$ cat src/rtl/hq_tod_serializer_pkg.sv
// Shared types and helpers for the HaveQuick TOD serializer: state encoding,
// Manchester half-bit patterns and a constant clog2.
package hq_tod_serializer_pkg;

    typedef enum logic [2:0] {
        ST_IDLE   = 3'd0,
        ST_SYNC   = 3'd1,
        ST_DATA   = 3'd2,
        ST_PARITY = 3'd3,
        ST_DONE   = 3'd4
    } state_t;

    // {first half, second half} of a Manchester bit cell
    localparam logic [1:0] MANCH_ONE  = 2'b10;
    localparam logic [1:0] MANCH_ZERO = 2'b01;

    function automatic int clog2(input int value);
        int r;
        r = 0;
        for (int v = value - 1; v > 0; v = v >> 1) begin
            r++;
        end
        return r;
    endfunction

    function automatic state_t next_field(input state_t s);
        case (s)
            ST_SYNC:   return ST_DATA;
            ST_DATA:   return ST_PARITY;
            ST_PARITY: return ST_DONE;
            default:   return ST_IDLE;
        endcase
    endfunction

endpackage

$ cat src/rtl/hq_tod_serializer_if.sv
// Converter-side bus of the TOD serializer: BCD word and DV in, status and
// Manchester line out.
interface hq_tod_serializer_if #(
    parameter int DECIMAL_DIGITS = 6
);
    logic [DECIMAL_DIGITS*4-1:0] i_BCD;
    logic                        i_DV;
    logic                        o_Ready;
    logic                        o_Busy;
    logic                        o_Serial;
    logic                        o_Frame_Done;
    logic                        o_Error;

    modport master (
        output i_BCD,
        output i_DV,
        input  o_Ready,
        input  o_Busy,
        input  o_Serial,
        input  o_Frame_Done,
        input  o_Error
    );

    modport slave (
        input  i_BCD,
        input  i_DV,
        output o_Ready,
        output o_Busy,
        output o_Serial,
        output o_Frame_Done,
        output o_Error
    );
endinterface

$ cat src/rtl/hq_tod_serializer_half_bit_timer.sv
// Half-bit timer: counts 0..HALF_BIT_CYCLES-1 while running and pulses o_Tick
// on the last cycle of each half-bit; clears whenever i_Run drops.
module hq_tod_serializer_half_bit_timer
    import hq_tod_serializer_pkg::*;
#(
    parameter int HALF_BIT_CYCLES = 4
) (
    input  logic i_Clock,
    input  logic i_Reset,
    input  logic i_Run,
    output logic o_Tick
);

    localparam int CW = (HALF_BIT_CYCLES > 1) ? clog2(HALF_BIT_CYCLES) : 1;

    logic [CW-1:0] count_q;
    logic [CW-1:0] count_d;
    logic          last;

    always_comb begin
        last    = (count_q == CW'(HALF_BIT_CYCLES - 1));
        count_d = '0;
        if (i_Run && !last) begin
            count_d = count_q + CW'(1);
        end
        o_Tick = i_Run && last;
    end

    always_ff @(posedge i_Clock) begin
        if (i_Reset) begin
            count_q <= '0;
        end else begin
            count_q <= count_d;
        end
    end

endmodule

$ cat src/rtl/hq_tod_serializer.sv
// HaveQuick TOD serializer: captures a BCD hhmmss word on a DV rising edge and
// sends SYNC + BCD + even parity, MSB first, Manchester-encoded on o_Serial.
//
//  state     | meaning
//  ST_IDLE   | waiting for DV rising edge; validates and latches BCD
//  ST_SYNC   | sending SYNC_WORD, MSB first
//  ST_DATA   | sending BCD digits, most significant digit first
//  ST_PARITY | sending XOR of all data bits
//  ST_DONE   | one-cycle frame-complete pulse, then back to idle
module hq_tod_serializer
    import hq_tod_serializer_pkg::*;
#(
    parameter int                    DECIMAL_DIGITS  = 6,
    parameter int                    SYNC_WIDTH      = 16,
    parameter logic [SYNC_WIDTH-1:0] SYNC_WORD       = 16'hEB90,
    parameter int                    HALF_BIT_CYCLES = 4
) (
    input  logic                  i_Clock,
    input  logic                  i_Reset,
    hq_tod_serializer_if.slave    bus
);

    localparam int DATA_W     = DECIMAL_DIGITS * 4;
    localparam int SHIFT_W    = SYNC_WIDTH + DATA_W;
    localparam int FRAME_BITS = SHIFT_W + 1;
    localparam int CNT_W      = clog2(FRAME_BITS + 1);

    state_t             state_q,   state_d;
    logic [SHIFT_W-1:0] shift_q,   shift_d;
    logic [CNT_W-1:0]   bit_cnt_q, bit_cnt_d;
    logic               phase_q,   phase_d;
    logic               parity_q,  parity_d;
    logic               dv_prev_q, dv_prev_d;
    logic               serial_q,  serial_d;
    logic               error_q,   error_d;

    logic               tick;
    logic               running;
    logic               dv_edge;
    logic               bcd_ok;
    logic [CNT_W-1:0]   field_last;
    logic               cur_bit;
    logic [1:0]         manch;

    assign running = (state_q == ST_SYNC) || (state_q == ST_DATA) || (state_q == ST_PARITY);

    hq_tod_serializer_half_bit_timer #(
        .HALF_BIT_CYCLES (HALF_BIT_CYCLES)
    ) u_half_bit_timer (
        .i_Clock (i_Clock),
        .i_Reset (i_Reset),
        .i_Run   (running),
        .o_Tick  (tick)
    );

    always_comb begin
        bcd_ok = 1'b1;
        for (int i = 0; i < DECIMAL_DIGITS; i++) begin
            if (bus.i_BCD[i*4 +: 4] > 4'd9) begin
                bcd_ok = 1'b0;
            end
        end
    end

    always_comb begin
        case (state_q)
            ST_SYNC: field_last = CNT_W'(SYNC_WIDTH - 1);
            ST_DATA: field_last = CNT_W'(DATA_W - 1);
            default: field_last = '0;
        endcase
    end

    always_comb begin
        state_d   = state_q;
        shift_d   = shift_q;
        bit_cnt_d = bit_cnt_q;
        phase_d   = phase_q;
        parity_d  = parity_q;
        error_d   = 1'b0;
        dv_prev_d = bus.i_DV;
        dv_edge   = bus.i_DV && !dv_prev_q;

        unique case (state_q)
            ST_IDLE: begin
                if (dv_edge) begin
                    if (bcd_ok) begin
                        state_d   = ST_SYNC;
                        shift_d   = {SYNC_WORD, bus.i_BCD};
                        bit_cnt_d = '0;
                        phase_d   = 1'b0;
                        parity_d  = 1'b0;
                    end else begin
                        error_d = 1'b1;
                    end
                end
            end
            ST_SYNC, ST_DATA, ST_PARITY: begin
                if (tick) begin
                    if (!phase_q) begin
                        phase_d = 1'b1;
                    end else begin
                        phase_d   = 1'b0;
                        bit_cnt_d = bit_cnt_q + CNT_W'(1);
                        shift_d   = {shift_q[SHIFT_W-2:0], 1'b0};
                        if (state_q == ST_DATA) begin
                            parity_d = parity_q ^ shift_q[SHIFT_W-1];
                        end
                        if (bit_cnt_q == field_last) begin
                            bit_cnt_d = '0;
                            state_d   = next_field(state_q);
                        end
                    end
                end
            end
            ST_DONE: begin
                state_d = ST_IDLE;
            end
            default: begin
                state_d = ST_IDLE;
            end
        endcase

        // Line level is computed from next-cycle state so o_Serial stays registered
        // yet the first SYNC half-bit lands the cycle right after the accept.
        cur_bit  = (state_d == ST_PARITY) ? parity_d : shift_d[SHIFT_W-1];
        manch    = cur_bit ? MANCH_ONE : MANCH_ZERO;
        serial_d = 1'b0;
        if ((state_d == ST_SYNC) || (state_d == ST_DATA) || (state_d == ST_PARITY)) begin
            serial_d = phase_d ? manch[0] : manch[1];
        end
    end

    always_ff @(posedge i_Clock) begin
        if (i_Reset) begin
            state_q   <= ST_IDLE;
            shift_q   <= '0;
            bit_cnt_q <= '0;
            phase_q   <= 1'b0;
            parity_q  <= 1'b0;
            serial_q  <= 1'b0;
            error_q   <= 1'b0;
            // Track the live DV level so a DV held through reset is not seen as an edge.
            dv_prev_q <= bus.i_DV;
        end else begin
            state_q   <= state_d;
            shift_q   <= shift_d;
            bit_cnt_q <= bit_cnt_d;
            phase_q   <= phase_d;
            parity_q  <= parity_d;
            serial_q  <= serial_d;
            error_q   <= error_d;
            dv_prev_q <= dv_prev_d;
        end
    end

    assign bus.o_Ready      = (state_q == ST_IDLE) || (state_q == ST_DONE);
    assign bus.o_Busy       = running;
    assign bus.o_Serial     = serial_q;
    assign bus.o_Frame_Done = (state_q == ST_DONE);
    assign bus.o_Error      = error_q;

endmodule

$ cat src/flat_wrapper.sv
// flat-port wrapper written by rule: the top's interface ports become plain ports
module hq_tod_serializer_flat import hq_tod_serializer_pkg::*;
#(
    parameter int                    DECIMAL_DIGITS  = 6,
    parameter int                    SYNC_WIDTH      = 16,
    parameter logic [SYNC_WIDTH-1:0] SYNC_WORD       = 16'hEB90,
    parameter int                    HALF_BIT_CYCLES = 4
)
  (i_Clock, i_Reset, bus_i_BCD, bus_i_DV, bus_o_Ready, bus_o_Busy, bus_o_Serial, bus_o_Frame_Done, bus_o_Error);
  hq_tod_serializer_if #(.DECIMAL_DIGITS(DECIMAL_DIGITS)) bus_i ();
  input  logic i_Clock;
  input  logic i_Reset;
  input wire logic [$bits(bus_i.i_BCD)-1:0] bus_i_BCD;
  input wire logic [$bits(bus_i.i_DV)-1:0] bus_i_DV;
  output wire logic [$bits(bus_i.o_Ready)-1:0] bus_o_Ready;
  output wire logic [$bits(bus_i.o_Busy)-1:0] bus_o_Busy;
  output wire logic [$bits(bus_i.o_Serial)-1:0] bus_o_Serial;
  output wire logic [$bits(bus_i.o_Frame_Done)-1:0] bus_o_Frame_Done;
  output wire logic [$bits(bus_i.o_Error)-1:0] bus_o_Error;
  assign bus_i.i_BCD = bus_i_BCD;
  assign bus_i.i_DV = bus_i_DV;
  assign bus_o_Ready = bus_i.o_Ready;
  assign bus_o_Busy = bus_i.o_Busy;
  assign bus_o_Serial = bus_i.o_Serial;
  assign bus_o_Frame_Done = bus_i.o_Frame_Done;
  assign bus_o_Error = bus_i.o_Error;
  hq_tod_serializer #(.DECIMAL_DIGITS(DECIMAL_DIGITS), .SYNC_WIDTH(SYNC_WIDTH), .SYNC_WORD(SYNC_WORD), .HALF_BIT_CYCLES(HALF_BIT_CYCLES)) u_core (.i_Clock(i_Clock), .i_Reset(i_Reset), .bus(bus_i));
endmodule
$ cat config.mk
export PLATFORM = sky130hd
export DESIGN_NAME = hq_tod_serializer_flat
export DESIGN_NICKNAME = d
export VERILOG_FILES = /design/src/rtl/hq_tod_serializer_pkg.sv /design/src/rtl/hq_tod_serializer_if.sv /design/src/rtl/hq_tod_serializer_half_bit_timer.sv /design/src/rtl/hq_tod_serializer.sv /design/src/flat_wrapper.sv
export SDC_FILE = /design/constraint.sdc
export NUM_CORES = 1
export LEC_CHECK = 0
export CORE_MARGIN = 8
export CORE_UTILIZATION = 55
export DETAILED_ROUTE_END_ITERATION = 6
export DONT_BUFFER_PORTS = 1
export HOLD_SLACK_MARGIN = 0.05
export PLACE_DENSITY = 0.7
export SLEW_MARGIN = 30
export SYNTH_ARGS = -nofsm -noshare
export SYNTH_HDL_FRONTEND = slang
export SYNTH_HIERARCHICAL = 1
export SYNTH_SLANG_ARGS = --single-unit
export TNS_END_PERCENT = 100
$ cat constraint.sdc
create_clock -name i_Clock -period 2.54 [get_ports i_Clock]
set_input_delay 0.508 -clock i_Clock [delete_from_list [all_inputs] [get_ports i_Clock]]
set_output_delay 0.508 -clock i_Clock [all_outputs]
set_load 0.02 [all_outputs]
==> flow_metrics.tcl <==
set metrics [dict create \
    seq_area_frac_synth_pct 44.67 \
    max_freq_mhz 439.5 \
    route.detailed.drc 0 \
    clk_root_buffer_cell "clkbuf_8" \
    cts_sinks 56 \
    design_area_sq_um 2614 \
    cts_resized 0 \
    cts_tree "yes" \
    drive_gt1_share_pct 11.94 \
    dpl.hpwl_mm 3.318 \
    worstPathArrival_ps 2540 \
    skew_ps 9.808 \
    netlist_area_sq_um 2510 \
    htree_levels 2 \
    powerDensity_nw_per_um2 546.2 \
    cts_buffer_depth 2 \
    drv_cap 0 \
    dp_slack_ps 262.2 \
    numCtsBuffers 5 \
    synth-main-ff-cell "dfxtp_1" \
    tns_ps 0 \
    die_area_sq_um 6981 \
    via_per_inst 5.878 \
    coreArea_sq_um 4384 \
    worstSetupEndpointType "flip-flop" \
    cp_top_family "simple AND/OR/NAND/NOR gates" \
    synth.distinct_cells 53 \
    synth_async_sr_flop_share_pct 0 \
    grt_pass1_wl_mm 8.183 \
    stdcell_count 320 \
    min_period_ps 2275 \
    ioPinCount 32 \
    area_growth_syn_to_layout_pct 4.138 \
    final_common_cell "dfxtp_1" \
    syn_nets 303 \
    setup_viol 0 \
    firstDrtPassIters 4 \
    first_iter_violations 148 \
    fin_crit_sh_pct 89.58 \
    critPathMaxFanout 34 \
    die_w_microns 83.56 \
    die_h_microns 83.56 \
    via_count 1881 \
    antenna_found_initial 0 \
    dp.cells 312 \
    post_cts_buffers 0 \
    layout_setup_ws_ps 264.7 \
    worstMarginPinSlew_ps 771.1 \
    hold_viol 0 \
    final_nets 296 \
    hp-class "in2reg" \
    cpMaxStageDelayCell "nor2_4" \
    cp-start-kind "flip-flop" \
    p_leak_nw 0.8762 \
    drv_slew 0 \
    antennaDiodeCount 0 \
    overflow 0 \
    grt_pass1_vias 1726 \
    cts.clk_slew.worst_paths_ps 110 \
    cp_slowest_stage_delay_ps 620 \
    rows 24 \
    synth_area_per_cell_sq_um 9.160 \
    cts-hold-fix-buffers 0 \
    syn_inst 274 \
    slew_headroom_pct 48.47 \
    grt_start_max_net_pins 52 \
    path_common_cell "nor2_1" \
    mostFrequentLayoutCells "dfxtp_1 (56), a21oi_1 (34), a22oi_1 (31)" \
    gr-usage-all-layers_pct 13.80 \
    ys_ff_latch 56 \
    ys_warn_count 6 \
    clkLatencyLatePin_ps 310 \
    vdd_drop_max_v 0.0004122 \
    start_util_pct 57.25 \
    worstPathRequired_ps 2800 \
    fillers 401 \
    routedWlPerCell_microns 15.46 \
    routed_wl_mm 4.948 \
    rsz0062_at_grt "false" \
    status "complete, no violations" \
    path_class "reg2reg" \
    gp_congestion 0.8014 \
    worst-path-buf-inv 1 \
    post_dp_cell_area_sq_um 2520 \
    port_buffers 0 \
    ant_nets 0 \
    path_cells "or2_4 > inv_2 > nor2_1 > and2_1 > nor2b_1 > and3_2 > nor2_4 > o21ai_2 > nor2_1" \
    synth_edf_count 0 \
]
area by class of cell:
type / count / area [sq um] / share of cell area [%]
Multi-Input combinational cell: 195 / 1261 / 48.25
Sequential cell: 56 / 1121 / 42.89
Clock buffer: 5 / 68.82 / 2.633
Timing Repair Buffer: 7 / 65.06 / 2.489
Tap cell: 52 / 65.06 / 2.489
Clock inverter: 3 / 25.02 / 0.9574
Inverter: 2 / 7.507 / 0.2872
synthesized netlist by cell type, types with 5 or more instances:
master / n / area share (%)
a22oi_1: 31 / 9.3
mux2i_1: 8 / 3.2
dfxtp_1: 56 / 45
nor2_1: 21 / 3.1
o21ai_0: 7 / 1.4
clkbuf_1: 11 / 1.6
nand2_1: 28 / 4.2
xor2_1: 6 / 2.1
o21ai_1: 5 / 1.0
a21oi_1: 34 / 6.8
report_power, final:
part / switching [W] / total (W) / internal (W) / leakage (nW)
clock: 0.000302 / 0.000504 / 0.000202 / 0.0452
sequential: 0.00000454 / 0.000889 / 0.000885 / 0.452
combinational: 0.0000229 / 0.0000350 / 0.0000121 / 0.379
total: 0.000329 / 0.00143 / 0.00110 / 0.876
metal layers:
metal / vias to the layer above / wire [microns] / global-route usage (%)
li1: 982 / - / -
met1: 870 / 2454 / 18.07
met2: 22 / 2215 / 20.79
met3: 7 / 218 / 4.297
met4: 0 / 59 / 4.710
met5: - / 0 / 0
cells by family after synthesis:
group                      count (synthesis)  share of synthesized area [%]
muxes                                      8                          3.191
xor gates and xnor gates                   8                          3.091
adders and majority gates                  2                         0.9968
DFF                                       56                          44.67
and+or+nand+nor                           82                          17.95
buffers and inverters                     23                          5.134
AOI/OAI and AO/OA                         95                          24.98
worst paths after layout:
path | from | to | slack (ps) | depth (start not counted)
setup reg to reg | u_core/state_q[0] | u_core/bit_cnt_q[5] | 260 | 9
setup / recovery | u_core/state_q[0] | u_core/bit_cnt_q[5] | 260 | 9
hold reg to reg | u_core/u_half_bit_timer/count_q[0] | u_core/u_half_bit_timer/count_q[0] | 440 | 1
hold / removal | bus_i_DV | u_core/dv_prev_q | 210 | 0
through the flow:
stage / power [W] / util, % / hold WS, ps
after floorplan: 0.0009473 / - / 418.2
after global routing: 0.001478 / 59.62 / 191.2
after global placement: 0.0009441 / 57.48 / 431.6
after CTS: 0.001444 / 59.62 / 201.3
after detailed placement: 0.0009447 / 57.48 / 428.5
final: 0.001428 / 59.62 / 213.5
sequential cells by signal (all words and copies together), names as in the netlist:
| signal | count |
|---|---|
| u_core/bit_cnt_q | 6 |
| u_core/bus.o_Error | 1 |
| u_core/bus.o_Serial | 1 |
| u_core/dv_prev_q | 1 |
| u_core/parity_q | 1 |
| u_core/phase_q | 1 |
| u_core/shift_q | 40 |
| u_core/state_q | 3 |
| u_core/u_half_bit_timer/count_q | 2 |
(Power assumes the default switching activity.)
